**src/rtl/sext_link_pkg.sv**
```systemverilog
// Shared types and helpers for the sign-extension byte-stream link.
// Used by the transmit serializer and by the receiver's checker.
package sext_link_pkg;

    localparam int SEXT_LINK_BYTE_W = 8;

    typedef enum logic [1:0] {IDLE, SHORT, LONG} state_t;

    // The caller must sign-extend its word to 64 bits first. The extension bits
    // copy the word's MSB, so testing [63:7] is the same as testing [W-1:7].
    function automatic logic is_sext_short(input logic [63:0] word);
        return (&word[63:7]) | ~(|word[63:7]);
    endfunction

endpackage

```
**src/rtl/sext_narrow_serializer_dpath.sv**
```systemverilog
// Datapath for the serializer: the latched word, the beat index k, and the
// little-endian byte select.
module sext_narrow_serializer_dpath
    import sext_link_pkg::*;
#(
    parameter int p_nbytes = 4
) (
    input  logic                          clk,
    input  logic                          reset,
    input  logic                          load_i,
    input  logic                          adv_i,
    input  logic [8*p_nbytes-1:0]         word_i,
    output logic                          k0_o,
    output logic                          klast_o,
    output logic [SEXT_LINK_BYTE_W-1:0]   byte_o
);
    localparam int W  = 8 * p_nbytes;
    localparam int KW = $clog2(p_nbytes);

    logic [W-1:0]  word_q, word_d;
    logic [KW-1:0] k_q, k_d;

    assign k0_o    = (k_q == '0);
    assign klast_o = (k_q == KW'(p_nbytes - 1));
    assign byte_o  = word_q[{k_q, 3'b000} +: SEXT_LINK_BYTE_W];

    // A load always restarts at beat 0; the final beat wraps k back to 0 so
    // the index is clean for the next word.
    always_comb begin
        word_d = word_q;
        k_d    = k_q;
        if (load_i) begin
            word_d = word_i;
            k_d    = '0;
        end else if (adv_i) begin
            k_d = klast_o ? '0 : k_q + 1'b1;
        end
    end

    always_ff @(posedge clk) begin
        if (reset) begin
            word_q <= '0;
            k_q    <= '0;
        end else begin
            word_q <= word_d;
            k_q    <= k_d;
        end
    end

endmodule

```
**src/rtl/sext_narrow_serializer.sv**
```systemverilog
// Transmit side of the sign-extension byte-stream link: words that fit in a
// sign-extended byte go out as one beat, all others as p_nbytes beats.
// Optional SEXT_NARROW_SERIALIZER_STATS_EN adds short/long word counters.
module sext_narrow_serializer
    import sext_link_pkg::*;
#(
    parameter int p_nbytes = 4
) (
    input  logic                        clk,
    input  logic                        reset,
    input  logic                        in_val,
    output logic                        in_rdy,
    input  logic [8*p_nbytes-1:0]       in_msg,
    output logic                        out_val,
    input  logic                        out_rdy,
    output logic [SEXT_LINK_BYTE_W-1:0] out_msg,
    output logic                        out_first,
    output logic                        out_last
`ifdef SEXT_NARROW_SERIALIZER_STATS_EN
    ,
    output logic [31:0]                 num_short,
    output logic [31:0]                 num_long
`endif
);
    state_t state_q, state_d;

    logic                        k0, klast;
    logic [SEXT_LINK_BYTE_W-1:0] dp_byte;
    logic                        xfer_out, accept, in_short;
    logic signed [63:0]          in_ext;

    assign in_ext   = $signed(in_msg);
    assign in_short = is_sext_short(in_ext);

    // All out_* come from registered state only; in_rdy alone looks at out_rdy.
    assign out_val   = (state_q != IDLE);
    assign out_first = (state_q == SHORT) | ((state_q == LONG) & k0);
    assign out_last  = (state_q == SHORT) | ((state_q == LONG) & klast);
    assign out_msg   = out_val ? dp_byte : '0;

    assign xfer_out = out_val & out_rdy;
    assign in_rdy   = (state_q == IDLE) | (out_val & out_last & out_rdy);
    assign accept   = in_val & in_rdy;

    always_comb begin
        state_d = state_q;
        if (accept)
            state_d = in_short ? SHORT : LONG;
        else if (xfer_out & out_last)
            state_d = IDLE;
    end

    always_ff @(posedge clk) begin
        if (reset) state_q <= IDLE;
        else       state_q <= state_d;
    end

    sext_narrow_serializer_dpath #(.p_nbytes(p_nbytes)) u_dpath (
        .clk     (clk),
        .reset   (reset),
        .load_i  (accept),
        .adv_i   (xfer_out & (state_q == LONG)),
        .word_i  (in_msg),
        .k0_o    (k0),
        .klast_o (klast),
        .byte_o  (dp_byte)
    );

`ifdef SEXT_NARROW_SERIALIZER_STATS_EN
    logic [31:0] num_short_q, num_long_q;

    always_ff @(posedge clk) begin
        if (reset) begin
            num_short_q <= '0;
            num_long_q  <= '0;
        end else if (accept) begin
            if (in_short) num_short_q <= num_short_q + 32'd1;
            else          num_long_q  <= num_long_q + 32'd1;
        end
    end

    assign num_short = num_short_q;
    assign num_long  = num_long_q;
`endif

endmodule

```
**config.mk**
```make
export PLATFORM = sky130hd
export DESIGN_NAME = sext_narrow_serializer
export DESIGN_NICKNAME = d
export VERILOG_FILES = /design/src/rtl/sext_link_pkg.sv /design/src/rtl/sext_narrow_serializer_dpath.sv /design/src/rtl/sext_narrow_serializer.sv
export SDC_FILE = /design/constraint.sdc
export NUM_CORES = 1
export LEC_CHECK = 0
export ABC_AREA = 1
export CAP_MARGIN = 15
export CORE_MARGIN = 3
export CORE_UTILIZATION = 25
export DETAILED_ROUTE_END_ITERATION = 8
export PLACE_DENSITY_LB_ADDON = 0.3
export SKIP_CTS_REPAIR_TIMING = 1
export SYNTH_ARGS = -nofsm -noshare
export SYNTH_HDL_FRONTEND = slang
export SYNTH_SLANG_ARGS = --single-unit
```
**constraint.sdc**
```tcl
create_clock -name clk -period 2.1 [get_ports clk]
set_input_delay 0.63 -clock clk [delete_from_list [all_inputs] [get_ports clk]]
set_output_delay 0.63 -clock clk [all_outputs]
set_load 0.01 [all_outputs]
```
Yosys cells after proc, flatten, opt, wreduce, memory -nomap -nowiden
Cells that the tools add are included.
{"block": "classes", "addsub": 1, "n_eq_ne": 3, "shift": 1, "muxes": 5, "bitwise_logic": 13, "n_reduce_logical": 7}
{"cell": "variable part select 32 x 6 -> 8 bit", "n": 1}
{"cell": "AND reduction 25 bit", "n": 1}
{"cell": "OR reduction 25 bit", "n": 1}
{"cell": "bitwise AND 1 bit", "n": 8}
{"cell": "two-way mux 2 bit", "n": 4}
{"cell": "two-way mux 8 bit", "n": 1}
{"cell": "equality test 2 bit (second input constant)", "n": 2}
{"cell": "logical NOT 2 bit", "n": 2}
{"cell": "bitwise OR 1 bit", "n": 4}
{"cell": "nonzero test 2 bit", "n": 2}
{"cell": "adder 2 x 1 -> 2 bit (second input constant)", "n": 1}
{"cell": "equality test 2 x 1 -> 1 bit (second input constant)", "n": 1}
{"cell": "OR reduction 2 bit", "n": 1}
{"cell": "inverter 1 bit", "n": 1}
{"block": "totals", "reg_bits": 36, "in_bits": 36, "output_inout_bits": 12, "wordCells": 33}

Depth between registers and ports, before layout
{"block": "depth", "ltp_word": 8, "mapped_depth": 10, "ltp_nobuf": 8}

By module
From an unflattened synthesis, not the netlist that was laid out.
{"block": "hier_totals", "hier_cells": 346, "hier_area_um2": 2356.0}
{"mod": "sext_narrow_serializer_dpath", "instances": 1, "cells_per_inst": 248, "area_each_um2": 1886.8, "seq_area_each_um2": 680.7}
{"mod": "sext_narrow_serializer", "instances": 1, "cells_per_inst": 98, "area_each_um2": 469.2, "seq_area_each_um2": 40.0}

Worst setup path before layout
Ideal clock, no wire load.
{"block": "synth_timing", "path_kind": "register to output", "startpoint": "reg u_dpath.k_q[0]", "endpoint": "out out_msg[6]", "t_arrival_ns": 1.214, "required_ns": 1.470, "slack_ns": 0.256, "stages_incl_launch_ff": 7, "path_buffers": 2, "path_cell_list": "dfxtp_1 buf_2 buf_1 nor2_1 nor2_1 o21ai_0 a21oi_1"}
{"block": "synth_between", "elab_chain_cells": 2}
{"element": "start, declared", "line_no": "sext_narrow_serializer_dpath.sv:21", "text": "logic [KW-1:0] k_q, k_d;"}
{"element": "start signal, assigned", "line_no": "sext_narrow_serializer_dpath.sv:46", "text": "k_q <= k_d;"}
{"element": "variable part select 32 x 6 -> 8 bit", "line_no": "sext_narrow_serializer_dpath.sv:25", "text": "assign byte_o = word_q[{k_q, 3'b000} +: SEXT_LINK_BYTE_W];"}
{"element": "two-way mux 8 bit", "line_no": "sext_narrow_serializer.sv:39", "text": "assign out_msg = out_val ? dp_byte : '0;"}
{"element": "end, declared", "line_no": "sext_narrow_serializer.sv:16", "text": "output logic [SEXT_LINK_BYTE_W-1:0] out_msg,"}
Every way passes these cells.

Final worst setup path
{"block": "layout_timing", "startpoint": "reg state_q[0]", "endpoint": "out out_val"}
{"block": "layout_between", "elab_chain_cells": 1}
{"element": "start, declared", "line_no": "sext_narrow_serializer.sv:25", "text": "state_t state_q, state_d;"}
{"element": "start signal, assigned", "line_no": "sext_narrow_serializer.sv:55", "text": "else state_q <= state_d;"}
{"element": "nonzero test 2 bit", "line_no": "sext_narrow_serializer.sv:36", "text": "assign out_val = (state_q != IDLE);"}
{"element": "end, declared", "line_no": "sext_narrow_serializer.sv:14", "text": "output logic out_val,"}
Every way passes these cells.

==> results.sh <==
export IMPL_period_needed_ns=2.03
export IMPL_synthDistinctLibCells=21
export IMPL_avgSynthCellArea_um2=6.48
export IMPL_vias_per_cell=4.33
export IMPL_drt_iter0_markers=102
export IMPL_pin_count=48
export IMPL_gp_congestion=0.838
export IMPL_nets=374
export IMPL_initial_core_util_pct=26.2
export IMPL_final_antenna_net_count=0
export IMPL_finClkSkew_ns=0.00467
export IMPL_timing_critical_path_slowest_cell_delay_ns=0.54
export IMPL_switching_share_pct=28.6
export IMPL_rows=30
export IMPL_crit_slowest_cell="clkdlybuf4s50_1"
export IMPL_port_buffers=47
export IMPL_grt_max_degree=33
export IMPL_numCtsBuffers=5
export IMPL_antenna_cells=0
export IMPL_yosys_register_bits=36
export IMPL_postSynthCellCount=279
export IMPL_internal_power_w=0.00132
export IMPL_die_area_um2=8280
export IMPL_crit_required_ns=1.47
export IMPL_grt_usage_pct=12.3
export IMPL_pwr_share_comb_pct=24.3
export IMPL_rsz0062_at_grt="true"
export IMPL_crit_path_start_kind="register"
export IMPL_setup_viol_count_final=0
export IMPL_cts_sinks=36
export IMPL_cts_tree="built"
export IMPL_finish_utilization_pct=37.0
export IMPL_status="complete, no violations"
export IMPL_cpLargestDelayFamily="buffers and inverters"
export IMPL_seq_area_um2=726
export IMPL_grt_overflow=0
export IMPL_nFillCells=797
export IMPL_clk_latency_ns=0.29
export IMPL_post_drt_wl_per_cell_um=11.8
export IMPL_dr_total_vias=1873
export IMPL_ir_drop_mv=0.229
export IMPL_synthesis_area_um2=1810
export IMPL_synth_area_leaders="dfxtp_1, nor2_1, o21ai_1, nand2_1, a21oi_1"
export IMPL_final_common_cell="nor2_1"
export IMPL_synth_fp_nets=317
export IMPL_slew_viol_final=0
export IMPL_synth_top_area_cell="dfxtp_1"
export IMPL_multi_input_area_um2=981
export IMPL_path_cells="nor2_4 > inv_2 > clkdlybuf4s50_1"
export IMPL_layout_common_cells="nor2_1, o21ai_1, clkdlybuf4s50_1"
export IMPL_yosysTopAreaCellShare_pct=39.9
export IMPL_cts_max_level=2
export IMPL_r2r_start="u_dpath.k_q[0]"
export IMPL_drv_cap=0
export IMPL_power_density_nw_per_um2=724
export IMPL_max_clock_freq_ghz=0.493
export IMPL_fin_crit_sh_pct=96.7
export IMPL_ys_seq_area_share_pct=39.9
export IMPL_cp_max_fo=4
export IMPL_area_delta_synth_final_pct=41.3
export IMPL_die_w_um=91.0
export IMPL_grt_pass1_vias=1789
export IMPL_cp_buffers_inverters=2
export IMPL_crit_type="reg2out"
export IMPL_hold_violations=0
export IMPL_drive_above_1_share_pct=13.4
export IMPL_p_sw_w=0.000528
export IMPL_drc=0
export IMPL_wirelength_um=5120
export IMPL_die_height_um=91.0
export IMPL_ys_warn_count=0
export IMPL_relSlewSlack_pct=76.9
export IMPL_hold_start="u_dpath.word_q[17]"
export IMPL_crit_arrival_ns=1.40
export IMPL_clk_pin_slew_ns=0.07
export IMPL_core_area_um2=6910
export IMPL_worstHoldPathType="reg2reg"
export IMPL_worstMarginPinSlew_ns=0.347
export IMPL_drtPass1Iterations=4
export IMPL_leakage_nw=1.08
export IMPL_root_buffer="clkbuf_8"
export IMPL_dp_hpwl_um=3870
export IMPL_seq_power_share_pct=43.7
export IMPL_power_total_w=0.00185
export IMPL_endpoint_kind="output pin"
export IMPL_setup_worst_path_start="state_q[0]"
export IMPL_p_clk_share_pct=32.1
export IMPL_cts_path_max_buffers=2
export IMPL_antenna_found_initial=0
export IMPL_grt_pass1_wl_um=8350
## sequential cells by signal, summed over array words and instances (netlist names)
name / cells
u_dpath.word_q: 32
state_q: 2
u_dpath.k_q: 2
## cells in the mapped netlist, drive strengths merged
| cell | number |
|---|---|
| ha | 2 |
| nor3 | 2 |
| inv | 8 |
| dfxtp | 36 |
| buf | 9 |
| a21boi | 1 |
| nand4 | 1 |
| or2 | 1 |
| a21oi | 11 |
| clkbuf | 5 |
| nor2 | 119 |
| nand3 | 8 |
| o21ai | 48 |
| nand2 | 27 |
| a211oi | 1 |
## cell families (layout without fill, tap and decap cells)
logic type      Yosys count  in the layout  share of synthesized area [%]
buf+inv                  22             80                           6.16
compound gates           61             61                           17.8
flops                    36             36                           39.9
fa+ha+maj                 2              2                           1.38
simple gates            158            158                           34.8
## layer usage
metal | vias up | track usage [%] | share of wire, %
met5 | - | 0 | 0
met2 | 42 | 19.2 | 46
li1 | 1010 | - | -
met4 | 0 | 4.02 | 1.2
met1 | 815 | 16.6 | 48
met3 | 6 | 3.15 | 5.1
## worst register-to-register path, stage by stage, from the launching register on
cell and delay [ns]:
dfxtp_4 0.38, buf_6 0.14, ha_2 0.19, nand3_1 0.09, nand2_2 0.08, nand2_2 0.06
buf_4 0.15, a21boi_4 0.18, buf_4 0.25, nor2_1 0.06, nor2_1 0.12
## power by group through the flow
stage,sequential [W],clock (W),combinational [W]
after global routing,0.000814,0.000644,0.000505
after global placement,0.000821,0,0.000450
after floorplan,0.000801,0,0.000271
final,0.000808,0.000593,0.000449
after detailed placement,0.000822,0,0.000457
after CTS,0.000806,0.000604,0.000459
## layout make-up
cell class                      instances  area share, %
Clock buffer                            6           2.84
Clock inverter                          2           1.37
Inverter                                8           1.47
Multi-Input combinational cell        221           38.4
Sequential cell                        36           28.4
Tap cell                               96           4.71
Timing Repair Buffer                   64           22.7
## worst paths after layout
| check | depth (start not counted) | to | slack (ns) |
|---|---|---|---|
| min reg2reg | 2 | u_dpath.word_q[17] | 0.49 |
| max | 3 | out_val | 0.07 |
| min | 2 | u_dpath.word_q[17] | 0.49 |
| max reg2reg | 10 | u_dpath.word_q[29] | 0.34 |
## stage by stage
stage | std cells | worst slack [ns] | area [um2] | hold WS, ns | TNS (ns)
floorplan | 279 | 0.256 | 1810 | 0.449 | 0
global placement | 422 | -0.304 | 2420 | 0.465 | -0.414
detailed placement | 422 | -0.316 | 2420 | 0.469 | -0.544
CTS | 430 | -0.375 | 2530 | 0.486 | -3.68
global route | 433 | -0.0325 | 2550 | 0.508 | -0.0325
finish | 433 | 0.0696 | 2550 | 0.489 | 0
(Power assumes the default switching activity.)
